===== config.mk =====
export PLATFORM = sky130hd
export DESIGN_NAME = hcms_serial_rx
export DESIGN_NICKNAME = d
export VERILOG_FILES = /design/src/rtl/hcms_pkg.sv /design/src/rtl/hcms_sync_edge.sv /design/src/rtl/hcms_serial_rx.sv
export SDC_FILE = /design/constraint.sdc
export NUM_CORES = 1
export LEC_CHECK = 0
export BUFFER_PORTS_ARGS = -buffer_cell sky130_fd_sc_hd__buf_2
export CAP_MARGIN = 40
export CELL_PAD_IN_SITES_DETAIL_PLACEMENT = 0
export CELL_PAD_IN_SITES_GLOBAL_PLACEMENT = 1
export CORE_ASPECT_RATIO = 1.5
export CORE_UTILIZATION = 45
export CTS_CLUSTER_DIAMETER = 60
export DETAILED_ROUTE_END_ITERATION = 7
export HOLD_SLACK_MARGIN = 0.03
export PLACE_DENSITY_LB_ADDON = 0.15
export REMOVE_ABC_BUFFERS = 1
export SYNTH_ARGS = -nofsm -noshare
export SYNTH_HDL_FRONTEND = slang
export SYNTH_HIERARCHICAL = 1
export SYNTH_SLANG_ARGS = --single-unit

===== constraint.sdc =====
create_clock -name clk -period 4.3 [get_ports clk]
set_input_delay 0.43 -clock clk [delete_from_list [all_inputs] [get_ports clk]]
set_output_delay 0.43 -clock clk [all_outputs]
set_load 0.02 [all_outputs]

===== src/rtl/hcms_pkg.sv =====
// Shared types and field positions for the HCMS display serial receiver.
package hcms_pkg;

  typedef enum logic [1:0] {
    IDLE  = 2'd0,
    SHIFT = 2'd1,
    CLOSE = 2'd2
  } state_t;

  localparam int BITS_PER_BYTE = 8;
  localparam int CTRL_SEL_BIT  = 7;
  localparam int CNT_W         = 11;

  // ctrl0: sleep_n | peak current | brightness
  localparam int CTRL0_BRIGHT_LSB = 0;
  localparam int CTRL0_BRIGHT_MSB = 3;
  localparam int CTRL0_PEAK_LSB   = 4;
  localparam int CTRL0_PEAK_MSB   = 5;
  localparam int CTRL0_SLEEP_BIT  = 6;
  localparam int CTRL0_W          = 7;

  localparam int CTRL1_LSB = 0;
  localparam int CTRL1_MSB = 1;
  localparam int CTRL1_W   = 2;

endpackage


===== src/rtl/hcms_sync_edge.sv =====
// Multi-flop synchronizer for one asynchronous pin, with rise/fall pulses
// derived from one extra history flop.
module hcms_sync_edge #(
  parameter int   STAGES  = 2,
  parameter logic RST_VAL = 1'b0
) (
  input  logic clk,
  input  logic reset,
  input  logic din,
  output logic level,
  output logic rise,
  output logic fall
);

  logic [STAGES-1:0] sync;
  logic              hist;

  always_ff @(posedge clk) begin
    if (reset) begin
      sync <= {STAGES{RST_VAL}};
      hist <= RST_VAL;
    end else begin
      sync <= {sync[STAGES-2:0], din};
      hist <= sync[STAGES-1];
    end
  end

  assign level = sync[STAGES-1];
  assign rise  = level & ~hist;
  assign fall  = ~level & hist;

endmodule


===== src/rtl/hcms_serial_rx.sv =====
// Receiver for the HCMS dot-matrix display serial protocol: assembles dot
// bytes as they stream in and latches control words when a frame closes.
module hcms_serial_rx
  import hcms_pkg::*;
#(
  parameter int SYNC_STAGES = 2,
  parameter int MAX_DOTS    = 160
) (
  input  logic         clk,
  input  logic         reset,
  input  logic         ser_data,
  input  logic         ser_clk,
  input  logic         rs,
  input  logic         n_ce,
  input  logic         n_reset,
  output logic [7:0]   byte_data,
  output logic         byte_valid,
  output logic [7:0]   dot_index,
  output logic [CTRL0_W-1:0] ctrl0,
  output logic [CTRL1_W-1:0] ctrl1,
  output logic         ctrl_update,
  output logic         frame_err,
  output logic         busy
);

  localparam int NPINS = 5;
  localparam int P_DATA = 0, P_CLK = 1, P_RS = 2, P_NCE = 3, P_NRST = 4;
  // idle levels: n_reset, n_ce and ser_clk high; rs and ser_data low
  localparam logic [NPINS-1:0] PIN_IDLE = 5'b11010;
  localparam logic [7:0]       DOT_LAST = 8'(MAX_DOTS - 1);
  localparam logic [CNT_W-1:0] CNT_MAX  = '1;

  logic [NPINS-1:0] pins, lvl, rise, fall;
  assign pins = {n_reset, n_ce, rs, ser_clk, ser_data};

  for (genvar i = 0; i < NPINS; i++) begin : g_pin
    hcms_sync_edge #(.STAGES(SYNC_STAGES), .RST_VAL(PIN_IDLE[i])) u_sync (
      .clk   (clk),
      .reset (reset),
      .din   (pins[i]),
      .level (lvl[i]),
      .rise  (rise[i]),
      .fall  (fall[i])
    );
  end

  logic unused_edges;
  assign unused_edges = ^{rise[P_DATA], fall[P_DATA], fall[P_CLK], rise[P_RS],
                          fall[P_RS], rise[P_NRST], fall[P_NRST]};

  state_t           state;
  logic             frame_rs;
  logic [CNT_W-1:0] bit_cnt;
  logic [7:0]       shreg;
  logic [7:0]       nxt_byte;

  assign nxt_byte = {shreg[6:0], lvl[P_DATA]};
  assign busy     = (state != IDLE);

  always_ff @(posedge clk) begin
    byte_valid  <= 1'b0;
    ctrl_update <= 1'b0;
    frame_err   <= 1'b0;
    if (reset) begin
      state     <= IDLE;
      frame_rs  <= 1'b0;
      bit_cnt   <= '0;
      shreg     <= '0;
      byte_data <= '0;
      dot_index <= '0;
      ctrl0     <= '0;
      ctrl1     <= '0;
    end else if (!lvl[P_NRST]) begin
      // display reset: drop the frame silently and clear the control words
      state <= IDLE;
      ctrl0 <= '0;
      ctrl1 <= '0;
    end else begin
      if (byte_valid && dot_index != DOT_LAST)
        dot_index <= dot_index + 8'd1;
      case (state)
        IDLE: begin
          if (fall[P_NCE]) begin
            state     <= SHIFT;
            frame_rs  <= lvl[P_RS];
            bit_cnt   <= '0;
            dot_index <= '0;
          end
        end
        SHIFT: begin
          // a bit arriving with n_ce rising still counts toward the close check
          if (rise[P_CLK]) begin
            shreg <= nxt_byte;
            if (bit_cnt != CNT_MAX) begin
              bit_cnt <= bit_cnt + 1'b1;
              if (!frame_rs && bit_cnt[2:0] == 3'(BITS_PER_BYTE - 1)) begin
                byte_data  <= nxt_byte;
                byte_valid <= 1'b1;
              end
            end
          end
          if (rise[P_NCE]) state <= CLOSE;
        end
        CLOSE: begin
          state <= IDLE;
          if (bit_cnt != '0) begin
            if (frame_rs) begin
              if (bit_cnt == CNT_W'(BITS_PER_BYTE)) begin
                if (!shreg[CTRL_SEL_BIT]) ctrl0 <= shreg[CTRL0_SLEEP_BIT:CTRL0_BRIGHT_LSB];
                else                      ctrl1 <= shreg[CTRL1_MSB:CTRL1_LSB];
                ctrl_update <= 1'b1;
              end else begin
                frame_err <= 1'b1;
              end
            end else if (bit_cnt[2:0] != 3'd0 || bit_cnt == CNT_MAX) begin
              frame_err <= 1'b1;
            end
          end
        end
        default: state <= IDLE;
      endcase
    end
  end

endmodule


After elaboration in Yosys (flattened, before gate mapping)
Index checks and enable logic that the tools add are counted.
{"block": "classes", "n_addsub": 2, "n_eq_ne": 11, "muxes": 15, "bitwise_logic": 14, "reduce_logical": 20}
{"cell": "2-to-1 mux 11 bit", "n": 3}
{"cell": "2-to-1 mux 8 bit", "n": 3}
{"cell": "one-hot mux 11 bit (2 select lines)", "n": 1}
{"cell": "AND reduction 5 bit", "n": 4}
{"cell": "adder 11 x 1 -> 11 bit, second input constant", "n": 1}
{"cell": "equality test 11 bit, second input constant", "n": 1}
{"cell": "equality test 11 x 4 -> 1 bit, second input constant", "n": 1}
{"cell": "!= test 11 bit, second input constant", "n": 1}
{"cell": "NOT 1 bit", "n": 11}
{"cell": "nonzero test 11 bit", "n": 1}
{"cell": "OR reduction 5 bit", "n": 2}
{"cell": "adder 8 x 1 -> 8 bit, second input constant", "n": 1}
{"cell": "!= test 8 bit, second input constant", "n": 1}
{"cell": "!= test 2 x 1 -> 1 bit, second input constant", "n": 3}
{"cell": "AND reduction 3 bit", "n": 2}
{"cell": "2-to-1 mux 1 bit", "n": 5}
{"cell": "2-to-1 mux 2 bit", "n": 2}
{"cell": "one-hot mux 2 bit (2 select lines)", "n": 1}
{"cell": "nonzero test 2 bit", "n": 2}
{"cell": "OR reduction 4 bit", "n": 1}
{"cell": "AND 1 bit", "n": 3}
{"cell": "equality test 3 bit, second input constant", "n": 1}
{"cell": "nonzero test 3 bit", "n": 1}
{"cell": "equality test 2 x 1 -> 1 bit, second input constant", "n": 1}
{"cell": "other kinds (8)", "n": 9}
{"block": "word_totals", "regBits": 62}

Depth between registers and ports, before layout
Gate-level depths: netlist of run 1.
{"block": "depth", "ltp_word": 5, "mapped_depth": 7}

By module
The synthesis of run 1 kept the hierarchy.
{"mod": "hcms_serial_rx", "instances": 1, "cells_per_inst": 267, "area_each_um2": 2254.7, "seq_area_each_um2": 1001.0}
{"mod": "hcms_sync_edge at g_pin[1].u_sync ...", "instances": 3, "cells_per_inst": 8, "area_each_um2": 92.6, "seq_area_each_um2": 60.1}
{"mod": "hcms_sync_edge at g_pin[0].u_sync ...", "instances": 2, "cells_per_inst": 8, "area_each_um2": 91.3, "seq_area_each_um2": 60.1}

Least setup slack after synthesis of run 1
OpenSTA, ideal clock, no wires.
{"block": "synth_timing", "path_kind": "reg-to-reg", "from": "register bit_cnt[0]", "to": "register ctrl1[0]", "setup_time_ns": 0.132, "t_arrival_ns": 1.798, "setup_slack_ns": 2.369, "path_stages_with_launch": 8, "path_buffers": 1, "period_less_slack_ns": 1.931, "path_cell_list": "dfxtp_1 > inv_1 > ha_1 > or3b_2 > or3_1 > buf_2 > o31ai_1 > a21oi_1"}
{"block": "synth_via", "elab_chain_cells": 2}
{"item": "start, declared", "line": "hcms_serial_rx.sv:53", "text": "logic [CNT_W-1:0] bit_cnt;"}
{"item": "start signal, assigned", "line": "hcms_serial_rx.sv:95", "text": "bit_cnt <= bit_cnt + 1'b1;"}
{"item": "equality test 11 x 4 -> 1 bit / nonzero test 11 bit (equally long branches)", "line": "hcms_serial_rx.sv:108, hcms_serial_rx.sv:106"}
{"item": "AND reduction 5 bit (no line) *"}
{"item": "end signal, assigned", "line": "hcms_serial_rx.sv:110", "text": "else ctrl1 <= shreg[CTRL1_MSB:CTRL1_LSB];"}
{"item": "end, declared", "line": "hcms_serial_rx.sv:20", "text": "output logic [CTRL1_W-1:0] ctrl1,"}
Mark *: on every way between the ends. The rest lies on a longest branch, timed or not.
A chain may end at the register's enable or synchronous reset.

Worst setup path in the final report of run 1
{"block": "layout_timing", "from": "register bit_cnt[0]", "to": "register frame_err"}
{"block": "layout_via", "elab_chain_cells": 4}
{"item": "equality test 11 bit / nonzero test 3 bit (equally long branches)", "line": "hcms_serial_rx.sv:115", "text": "end else if (bit_cnt[2:0] != 3'd0 || bit_cnt == CNT_MAX) begin"}
{"item": "logical OR 1 bit", "line": "hcms_serial_rx.sv:115"}
{"item": "2-to-1 mux 1 bit", "line": "hcms_serial_rx.sv:115"}
{"item": "2-to-1 mux 1 bit", "line": "hcms_serial_rx.sv:107", "text": "if (frame_rs) begin"}
{"item": "end signal, assigned", "line": "hcms_serial_rx.sv:63", "text": "frame_err <= 1'b0;"}
{"item": "end signal, assigned", "line": "hcms_serial_rx.sv:113", "text": "frame_err <= 1'b1;"}
{"item": "end signal, assigned", "line": "hcms_serial_rx.sv:116", "text": "frame_err <= 1'b1;"}
{"item": "end, declared", "line": "hcms_serial_rx.sv:22", "text": "output logic frame_err,"}
Several ways; a longest one is shown, not always the timed one.

==> results of run 1 <==
## worst min path at each step
stage | from | to | slack (ns) | cells after the start
2_1_floorplan | g_pin[1].u_sync/sync[0] | g_pin[1].u_sync/sync[1] | 0.38 | 1
3_3_place_gp | g_pin[4].u_sync/sync[0] | g_pin[4].u_sync/sync[1] | 0.39 | 1
3_5_place_dp | g_pin[4].u_sync/sync[0] | g_pin[4].u_sync/sync[1] | 0.39 | 1
4_1_cts | n_reset | g_pin[4].u_sync/sync[0] | 0.25 | 2
5_1_grt | n_reset | g_pin[4].u_sync/sync[0] | 0.25 | 2
6_report | ser_clk | g_pin[1].u_sync/sync[0] | 0.25 | 2
## power breakdown
group / internal, uW / switching (uW)
sequential: 579 / 3.31
combinational: 9.71 / 17.9
clock: 458 / 237
total: 1050 / 259
## sequential cells by signal (all words and copies together), names as in the netlist
signal	cells
ctrl_update	1
shreg	8
bit_cnt	11
g_pin.u_sync/sync	10
frame_rs	1
byte_data	8
ctrl1	2
ctrl0	7
byte_valid	1
state	2
g_pin.u_sync/hist	2
frame_err	1
dot_index	8
## routing by layer
layer	GRT usage	wire length, um	part of all wire	up-vias
li1	-	-	-	1144
met1	0.256	2640	0.44	1048
met2	0.371	3000	0.50	46
met3	0.0519	212	0.035	12
met4	0.121	178	0.030	0
met5	0	0	0	-
## per-stage QoR
stage | hold WS [ns] | util | total power (uW)
finish | 0.253 | 0.561 | 1310
global route | 0.250 | 0.561 | 1340
CTS | 0.250 | 0.561 | 1310
detailed placement | 0.391 | 0.512 | 624
global placement | 0.388 | 0.512 | 624
floorplan | 0.383 | - | 609
## cell usage in the layout, fill, tap and decap left out, types with 6 or more instances in the layout
| cell type | n |
|---|---|
| a21oi_1 | 32 |
| or2_1 | 8 |
| clkbuf_8 | 10 |
| xnor2_1 | 6 |
| nor3_1 | 7 |
| nor2_1 | 12 |
| dfxtp_1 | 62 |
| buf_2 | 35 |
| o21ai_0 | 21 |
| nand2_1 | 24 |
| inv_1 | 10 |
| nor2b_1 | 7 |
| nand3_1 | 24 |
| nand4_1 | 7 |
## cell type report
class | instances | area (um2) | area share
clock buffers | 10 | 138 | 0.0446
flip-flops and latches | 62 | 1240 | 0.403
clock inverters | 6 | 133 | 0.0430
multi-input cells | 210 | 1260 | 0.410
inverters | 10 | 37.5 | 0.0122
well taps | 70 | 87.6 | 0.0284
repair buffers | 36 | 183 | 0.0593
==> impl_results.html, run 1 <==
<table>
<tr><th>Metric</th><th>Value</th></tr>
<tr><th colspan="2">Run status</th></tr>
<tr><td>Status</td><td>finished, final reports clean</td></tr>
<tr><th colspan="2">Clock tree</th></tr>
<tr><td>CTS Buf Count</td><td>9</td></tr>
<tr><td>CTS hold repair buffers</td><td>0</td></tr>
<tr><td>Largest buffer count on any clock path</td><td>2</td></tr>
<tr><td>Number of sinks handled by clock tree synthesis</td><td>slightly above 60</td></tr>
<tr><td>Post-CTS setup buffer count</td><td>0</td></tr>
<tr><td>Number of H-tree levels</td><td>3</td></tr>
<tr><td>Clock-pin transition on the worst setup and hold timing paths</td><td>0.07 ns</td></tr>
<tr><td>Root buf cell</td><td>clkbuf_8</td></tr>
<tr><td>Post_cts resized</td><td>0</td></tr>
<tr><td>Worst skew pair latency</td><td>0.35 ns</td></tr>
<tr><td>Clock tree from TritonCTS</td><td>done</td></tr>
<tr><th colspan="2">Critical path</th></tr>
<tr><td>Category of the critical setup timing path</td><td>reg2reg</td></tr>
<tr><td>Max stage delay cell, worst path</td><td>nor3_1</td></tr>
<tr><td>Critical path data arrival time</td><td>~2.5 ns</td></tr>
<tr><td>Depth of the worst register-to-register path</td><td>6</td></tr>
<tr><td>Worst setup path endpoint</td><td>frame_err</td></tr>
<tr><td>Required time at the worst-slack endpoint</td><td>roughly 4.5 ns</td></tr>
<tr><td>Launch point of the worst reg-to-reg path</td><td>bit_cnt[0]</td></tr>
<tr><td>Number of cells on the critical path</td><td>6</td></tr>
<tr><td>Setup slack, reg-to-reg</td><td>~2.0 ns</td></tr>
<tr><td>Crit. Startpoint</td><td>bit_cnt[0]</td></tr>
<tr><td>Critical path endpoint category</td><td>register</td></tr>
<tr><td>Stage delay of the slowest cell on the critical path</td><td>about 0.71 ns</td></tr>
<tr><td>Maximum net fanout on the critical path</td><td>8</td></tr>
<tr><td>Kind of cell with the highest combined delay on the critical path</td><td>simple AND/OR/NAND/NOR gates</td></tr>
<tr><td>Buffering stage count on the worst path with inverters included</td><td>1</td></tr>
<tr><td>Critical R2R Capture</td><td>frame_err</td></tr>
<tr><td>CP Launch Type</td><td>register</td></tr>
<tr><td>Cell breakdown of the critical path</td><td>inv_1 &gt; ha_1 &gt; or3b_2 &gt; nor3_1 &gt; o21ai_0 &gt; o311a_1</td></tr>
<tr><th colspan="2">Placed design</th></tr>
<tr><td>Worst slack, placed</td><td>just over 2 ns</td></tr>
<tr><td>Final HPWL from detailed placement</td><td>between 4 and 5 mm</td></tr>
<tr><td>IO Port Bufs</td><td>35</td></tr>
<tr><td>Area of placed instances</td><td>approximately 0.0028 mm2</td></tr>
<tr><td>RePlAce Congestion</td><td>between 0.8 and 0.9</td></tr>
<tr><td>Dpl cells</td><td>388</td></tr>
<tr><th colspan="2">Global routing</th></tr>
<tr><td>Wire length of the first global-routing pass</td><td>slightly above 10 mm</td></tr>
<tr><td>Total routing usage reported by global routing</td><td>0.221</td></tr>
<tr><td>Global-route congestion overflow total</td><td>0</td></tr>
<tr><td>Vias in the first global route</td><td>2080</td></tr>
<tr><td>Antenna violations before repair</td><td>0</td></tr>
<tr><td>Maximum number of pins on one net before global-route repair</td><td>42</td></tr>
<tr><th colspan="2">Final layout</th></tr>
<tr><td>Cell Count, Final, Fillers Out</td><td>roughly 400</td></tr>
<tr><td>Area Overhead vs Synth</td><td>19.0%</td></tr>
<tr><td>Filler cell count</td><td>501</td></tr>
<tr><td>Finished Cell Area</td><td>~0.0031 mm2</td></tr>
<tr><td>Nets</td><td>340</td></tr>
<tr><td>Antenna Cells</td><td>0</td></tr>
<tr><td>Share of layout cells above drive strength 1</td><td>0.180</td></tr>
<tr><th colspan="2">Route</th></tr>
<tr><td>Post-DR wirelength/cell</td><td>approximately 15 um</td></tr>
<tr><td>Post-detailed-route via-to-cell ratio</td><td>5.57</td></tr>
<tr><td>Via count</td><td>approximately 2300</td></tr>
<tr><td>Drt first-iter violations</td><td>roughly 120</td></tr>
<tr><td>Router iterations before antenna repair</td><td>4</td></tr>
<tr><td>Remaining antenna violation count after routing</td><td>0</td></tr>
<tr><td>Routed wire length</td><td>between 6 and 7 mm</td></tr>
<tr><td>Remaining design rule violation count</td><td>0</td></tr>
<tr><th colspan="2">STA</th></tr>
<tr><td>Highest Clock Rate</td><td>439 MHz</td></tr>
<tr><td>Total of endpoints with negative setup slack in the final report</td><td>0</td></tr>
<tr><td>Min setup slack post-route</td><td>between 2 and 2.5 ns</td></tr>
<tr><td>Final Hold Vio Count</td><td>0</td></tr>
<tr><td>Setup TNS</td><td>0 ns</td></tr>
<tr><td>Crit share post-route</td><td>0.529</td></tr>
<tr><td>Tightest slew margin relative to the limit</td><td>0.425</td></tr>
<tr><td>Clock period minus final worst setup slack</td><td>around 2.3 ns</td></tr>
<tr><td>RSZ-0062 raised after global routing</td><td>no</td></tr>
<tr><td>Final Skew</td><td>around 0.0087 ns</td></tr>
<tr><td>Slew at the pin closest to its max-slew limit</td><td>between 0.8 and 0.9 ns</td></tr>
<tr><td>Number of max-slew violations in the final report</td><td>0</td></tr>
<tr><th colspan="2">Die</th></tr>
<tr><td>Die H</td><td>94.9 um</td></tr>
<tr><td>Initial standard-cell utilization of the core</td><td>0.472</td></tr>
<tr><td>Row count</td><td>33</td></tr>
<tr><td>Horizontal extent of the die</td><td>approximately 64 um</td></tr>
<tr><td>Core box area</td><td>0.00549 mm2</td></tr>
<tr><td>Die ar.</td><td>just over 0.006 mm2</td></tr>
<tr><td>Number of top-level pins</td><td>36</td></tr>
<tr><th colspan="2">Yosys</th></tr>
<tr><td>Netlist area before placement</td><td>roughly 0.0026 mm2</td></tr>
<tr><td>Synth Instances</td><td>roughly 290</td></tr>
<tr><td>Mean instance size in the synthesized netlist</td><td>slightly below 9 um2</td></tr>
<tr><td>Synth Warn #</td><td>6</td></tr>
<tr><th colspan="2">Hold path</th></tr>
<tr><td>Worst min-delay path class</td><td>in2reg</td></tr>
<tr><th colspan="2">Power and ir drop</th></tr>
<tr><td>Worst VDD drop</td><td>0.000324 V</td></tr>
<tr><td>Power density cells</td><td>424 mW/mm2</td></tr>
<tr><td>Leak</td><td>roughly 0.0011 uW</td></tr>
<tr><th colspan="2">Run</th></tr>
<tr><td>Maximum capacitance violations</td><td>0</td></tr>
</table>
Note: power is estimated with default switching activity, not from simulation.
==> run 2, diff against run 1 <==
--- a/config.mk
+++ b/config.mk
@@ -10,7 +10,7 @@
 export CELL_PAD_IN_SITES_DETAIL_PLACEMENT = 0
 export CELL_PAD_IN_SITES_GLOBAL_PLACEMENT = 1
 export CORE_ASPECT_RATIO = 1.5
-export CORE_UTILIZATION = 45
+export CORE_UTILIZATION = 43
 export CTS_CLUSTER_DIAMETER = 60
 export DETAILED_ROUTE_END_ITERATION = 7
 export HOLD_SLACK_MARGIN = 0.03
==> constraint.sdc (replaced) <==
create_clock -name clk -period 2.3 [get_ports clk]
set_input_delay 0.23 -clock clk [delete_from_list [all_inputs] [get_ports clk]]
set_output_delay 0.23 -clock clk [all_outputs]
set_load 0.02 [all_outputs]
==> run 2 against run 1 <==
- sequential cell count is the same
- routed wire length rose by 3.0%
- design area is essentially flat
- maximum frequency rose by 8.2%
- largest cell class unchanged
- largest power group is now registers
==> impl_results.html, run 2 (synthesis results as in run 1) <==
<table>
<tr><th>Metric</th><th>Value</th></tr>
<tr><th colspan="2">Run status</th></tr>
<tr><td>Status</td><td>finished, final reports clean</td></tr>
<tr><th colspan="2">Power and ir drop</th></tr>
<tr><td>Total power consumption of the routed design</td><td>2180 uW (+67%)</td></tr>
<tr><td>Fraction of power consumed by combinational cells</td><td>0.026 (+0.005)</td></tr>
<tr><td>Worst VDD drop</td><td>0.000395 V (+22%)</td></tr>
<tr><td>Cell-internal power</td><td>1710 uW (+63%)</td></tr>
<tr><td>Net load switching power</td><td>470 uW (+82%)</td></tr>
<tr><td>Sw frac</td><td>0.215 (+0.0175)</td></tr>
<tr><td>Part of the power in the clock network</td><td>0.475 (-0.058)</td></tr>
<tr><td>Power density cells</td><td>708 mW/mm2 (+67%)</td></tr>
<tr><td>Flop pwr share</td><td>0.499 (+0.053)</td></tr>
<tr><td>Leak</td><td>0.00115 uW (+0.71%)</td></tr>
<tr><th colspan="2">Hold path</th></tr>
<tr><td>Worst min-delay path class</td><td>in2reg</td></tr>
<tr><td>Worst Hold End</td><td>g_pin[4].u_sync/sync[0]</td></tr>
<tr><td>Start point of the worst min-delay path</td><td>n_reset</td></tr>
<tr><td>WHS Path Cells</td><td>2 (unchanged)</td></tr>
<tr><th colspan="2">Final layout</th></tr>
<tr><td>Share of layout cells above drive strength 1</td><td>0.194 (+0.0139)</td></tr>
<tr><td>Nets</td><td>347 (+2.1%)</td></tr>
<tr><td>Finished Cell Area</td><td>0.00308 mm2 (about the same)</td></tr>
<tr><td>Most frequent cells in the layout</td><td>dfxtp_1 (62), buf_2 (35), a21oi_1 (32), nand3_1 (24), nand2_1 (24)</td></tr>
<tr><td>Area Overhead vs Synth</td><td>19.0% (about the same)</td></tr>
<tr><td>Leading registers by flop count</td><td>bit_cnt (11), g_pin.u_sync/sync (10)</td></tr>
<tr><td>Core occupancy in the finished layout</td><td>0.533 (-0.0287)</td></tr>
<tr><td>Most frequent standard cell in the layout excluding fill and tap cells</td><td>dfxtp_1</td></tr>
<tr><td>Register with the most flip-flops</td><td>bit_cnt</td></tr>
<tr><td>Number of flip-flops under the largest register name</td><td>11 (unchanged)</td></tr>
<tr><td>Antenna Cells</td><td>0 (unchanged)</td></tr>
<tr><th colspan="2">Global routing</th></tr>
<tr><td>Global-route congestion overflow total</td><td>0 (unchanged)</td></tr>
<tr><td>Maximum number of pins on one net before global-route repair</td><td>25 (-40%)</td></tr>
<tr><td>Antenna violations before repair</td><td>0 (unchanged)</td></tr>
<tr><td>Vias in the first global route</td><td>2206 (+6.1%)</td></tr>
<tr><td>Wire length of the first global-routing pass</td><td>10.5 mm (+4.2%)</td></tr>
<tr><td>Total routing usage reported by global routing</td><td>0.221 (+0.000285)</td></tr>
<tr><th colspan="2">Placed design</th></tr>
<tr><td>IO Port Bufs</td><td>35 (unchanged)</td></tr>
<tr><td>Area of placed instances</td><td>0.00287 mm2 (+2.0%)</td></tr>
<tr><td>RePlAce Congestion</td><td>0.926 (+5.2%)</td></tr>
<tr><td>Final HPWL from detailed placement</td><td>4.42 mm (+5.2%)</td></tr>
<tr><th colspan="2">Critical path</th></tr>
<tr><td>Max stage delay cell, worst path</td><td>or3_1</td></tr>
<tr><td>Critical path data arrival time</td><td>2.33 ns (-0.18 ns)</td></tr>
<tr><td>Required time at the worst-slack endpoint</td><td>2.52 ns (-2.02 ns)</td></tr>
<tr><td>Cell breakdown of the critical path</td><td>inv_1 &gt; ha_1 &gt; or3b_2 &gt; or3_1 &gt; o31ai_1 &gt; a21oi_1</td></tr>
<tr><td>Critical path endpoint category</td><td>register</td></tr>
<tr><td>Stage delay of the slowest cell on the critical path</td><td>0.51 ns (-0.20 ns)</td></tr>
<tr><td>Maximum net fanout on the critical path</td><td>10 (+2)</td></tr>
<tr><td>Category of the critical setup timing path</td><td>reg2reg</td></tr>
<tr><td>Launch point of the worst reg-to-reg path</td><td>bit_cnt[0]</td></tr>
<tr><td>Depth of the worst register-to-register path</td><td>6 (unchanged)</td></tr>
<tr><td>Critical R2R Capture</td><td>ctrl1[1]</td></tr>
<tr><td>CP Launch Type</td><td>register</td></tr>
<tr><td>Setup slack, reg-to-reg</td><td>0.20 ns (-1.83 ns)</td></tr>
<tr><th colspan="2">Route</th></tr>
<tr><td>Post-DR wirelength/cell</td><td>15.0 um (+0.73%)</td></tr>
<tr><td>Routed wire length</td><td>6.21 mm (+3.0%)</td></tr>
<tr><td>Router iterations before antenna repair</td><td>4 (unchanged)</td></tr>
<tr><td>Post-detailed-route via-to-cell ratio</td><td>5.51 (-1.0%)</td></tr>
<tr><td>Via count</td><td>2277 (+1.2%)</td></tr>
<tr><td>Remaining design rule violation count</td><td>0 (unchanged)</td></tr>
<tr><td>Remaining antenna violation count after routing</td><td>0 (unchanged)</td></tr>
<tr><td>Drt first-iter violations</td><td>105 (-15%)</td></tr>
<tr><th colspan="2">Clock tree</th></tr>
<tr><td>Post-CTS setup buffer count</td><td>0 (unchanged)</td></tr>
<tr><td>CTS hold repair buffers</td><td>0 (unchanged)</td></tr>
<tr><td>Largest buffer count on any clock path</td><td>2 (unchanged)</td></tr>
<tr><td>Number of H-tree levels</td><td>3 (unchanged)</td></tr>
<tr><td>Clock tree from TritonCTS</td><td>done</td></tr>
<tr><td>Clock-pin transition on the worst setup and hold timing paths</td><td>0.07 ns (about the same)</td></tr>
<tr><td>CTS Buf Count</td><td>9 (unchanged)</td></tr>
<tr><td>Root buf cell</td><td>clkbuf_8</td></tr>
<tr><td>Post_cts resized</td><td>0 (unchanged)</td></tr>
<tr><td>Worst skew pair latency</td><td>0.35 ns (about the same)</td></tr>
<tr><td>Number of sinks handled by clock tree synthesis</td><td>62 (unchanged)</td></tr>
<tr><th colspan="2">STA</th></tr>
<tr><td>Crit share post-route</td><td>0.915 (+0.385)</td></tr>
<tr><td>Highest Clock Rate</td><td>475 MHz (+8.2%)</td></tr>
<tr><td>RSZ-0062 raised after global routing</td><td>no</td></tr>
<tr><td>Setup TNS</td><td>0 ns (unchanged)</td></tr>
<tr><td>Hold_ws</td><td>0.0511 ns (-0.202 ns)</td></tr>
<tr><td>Slew at the pin closest to its max-slew limit</td><td>0.573 ns (-0.284 ns)</td></tr>
<tr><td>Total of endpoints with negative setup slack in the final report</td><td>0 (unchanged)</td></tr>
<tr><td>Final Hold Vio Count</td><td>0 (unchanged)</td></tr>
<tr><td>Number of max-slew violations in the final report</td><td>0 (unchanged)</td></tr>
<tr><td>Tightest slew margin relative to the limit</td><td>0.608 (+0.184)</td></tr>
<tr><td>Final Skew</td><td>0.00657 ns (-0.00211 ns)</td></tr>
<tr><td>Clock period minus final worst setup slack</td><td>2.10 ns (-0.173 ns)</td></tr>
<tr><th colspan="2">Die</th></tr>
<tr><td>Initial standard-cell utilization of the core</td><td>0.448 (-0.0240)</td></tr>
<tr><td>Row count</td><td>34 (+3.0%)</td></tr>
<tr><td>Core box area</td><td>0.00579 mm2 (+5.4%)</td></tr>
<tr><td>Die H</td><td>97.1 um (+2.2%)</td></tr>
<tr><td>Number of top-level pins</td><td>36 (unchanged)</td></tr>
<tr><td>Horizontal extent of the die</td><td>65.4 um (+2.2%)</td></tr>
<tr><td>Die ar.</td><td>0.00634 mm2 (+4.5%)</td></tr>
<tr><th colspan="2">Run</th></tr>
<tr><td>Maximum capacitance violations</td><td>0 (unchanged)</td></tr>
</table>
-- run 2: changes by cell type in the layout (fill, tap and decap cells not counted) --
| cell | delta |
|---|---|
| bufinv_16 | -2 |
| clkinv_4 | +1 |
| clkbuf_1 | +1 |
| clkinv_2 | +1 |
| buf_4 | +7 |
| clkbuf_8 | -1 |
-- run 2: worst max-delay path: cells and delay by family (launching register included) --
family,cells,cell delay (ns)
and+or+nand+nor,2,0.98
adders and majority gates,1,0.17
buffers and inverters,1,0.11
AOI/OAI and AO/OA,2,0.38
DFF,1,0.34
-- run 2: final cells by class --
type	count	area [um2]
Inverter	10	37.5
Timing Repair Buffer	43	235
Tap cell	72	90.1
Sequential cell	62	1240
Fill cell	588	2700
Multi-Input combinational cell	210	1260
Clock buffer	10	128
Clock inverter	6	86.3
-- run 2: metal layers --
metal,track usage,up-vias,wire (um),part of all wire
met2,0.381,53,3460,0.56
met5,0,-,0,0
met4,0.110,0,106,0.017
met3,0.0599,7,192,0.031
met1,0.242,1063,2450,0.39
li1,-,1154,-,-
-- run 2: stage by stage --
| stage | worst slack (ns) | cells |
|---|---|---|
| finish | 0.197 | 413 |
| global route | 0.0795 | 413 |
| CTS | 0.224 | 413 |
| detailed placement | 0.225 | 397 |
| global placement | 0.249 | 397 |
| floorplan | 0.372 | 282 |
-- run 2: power groups by stage --
stage | Sequential [uW] | Clock (uW) | Combinational, uW
CTS | 1090 | 1060 | 57.5
global route | 1090 | 1110 | 63.2
detailed placement | 1110 | 0 | 57.3
finish | 1090 | 1040 | 56.5
global placement | 1110 | 0 | 56.9
floorplan | 1110 | 0 | 27.2
-- run 2: worst max-delay path by stage --
stage,startpoint,endpoint,slack [ns]
after floorplan,bit_cnt[0],frame_err,0.37
after global placement,bit_cnt[0],ctrl1[1],0.25
after detailed placement,bit_cnt[0],ctrl1[1],0.23
after CTS,bit_cnt[0],ctrl1[1],0.22
after global routing,bit_cnt[0],ctrl1[1],0.08
final,bit_cnt[0],ctrl1[1],0.20
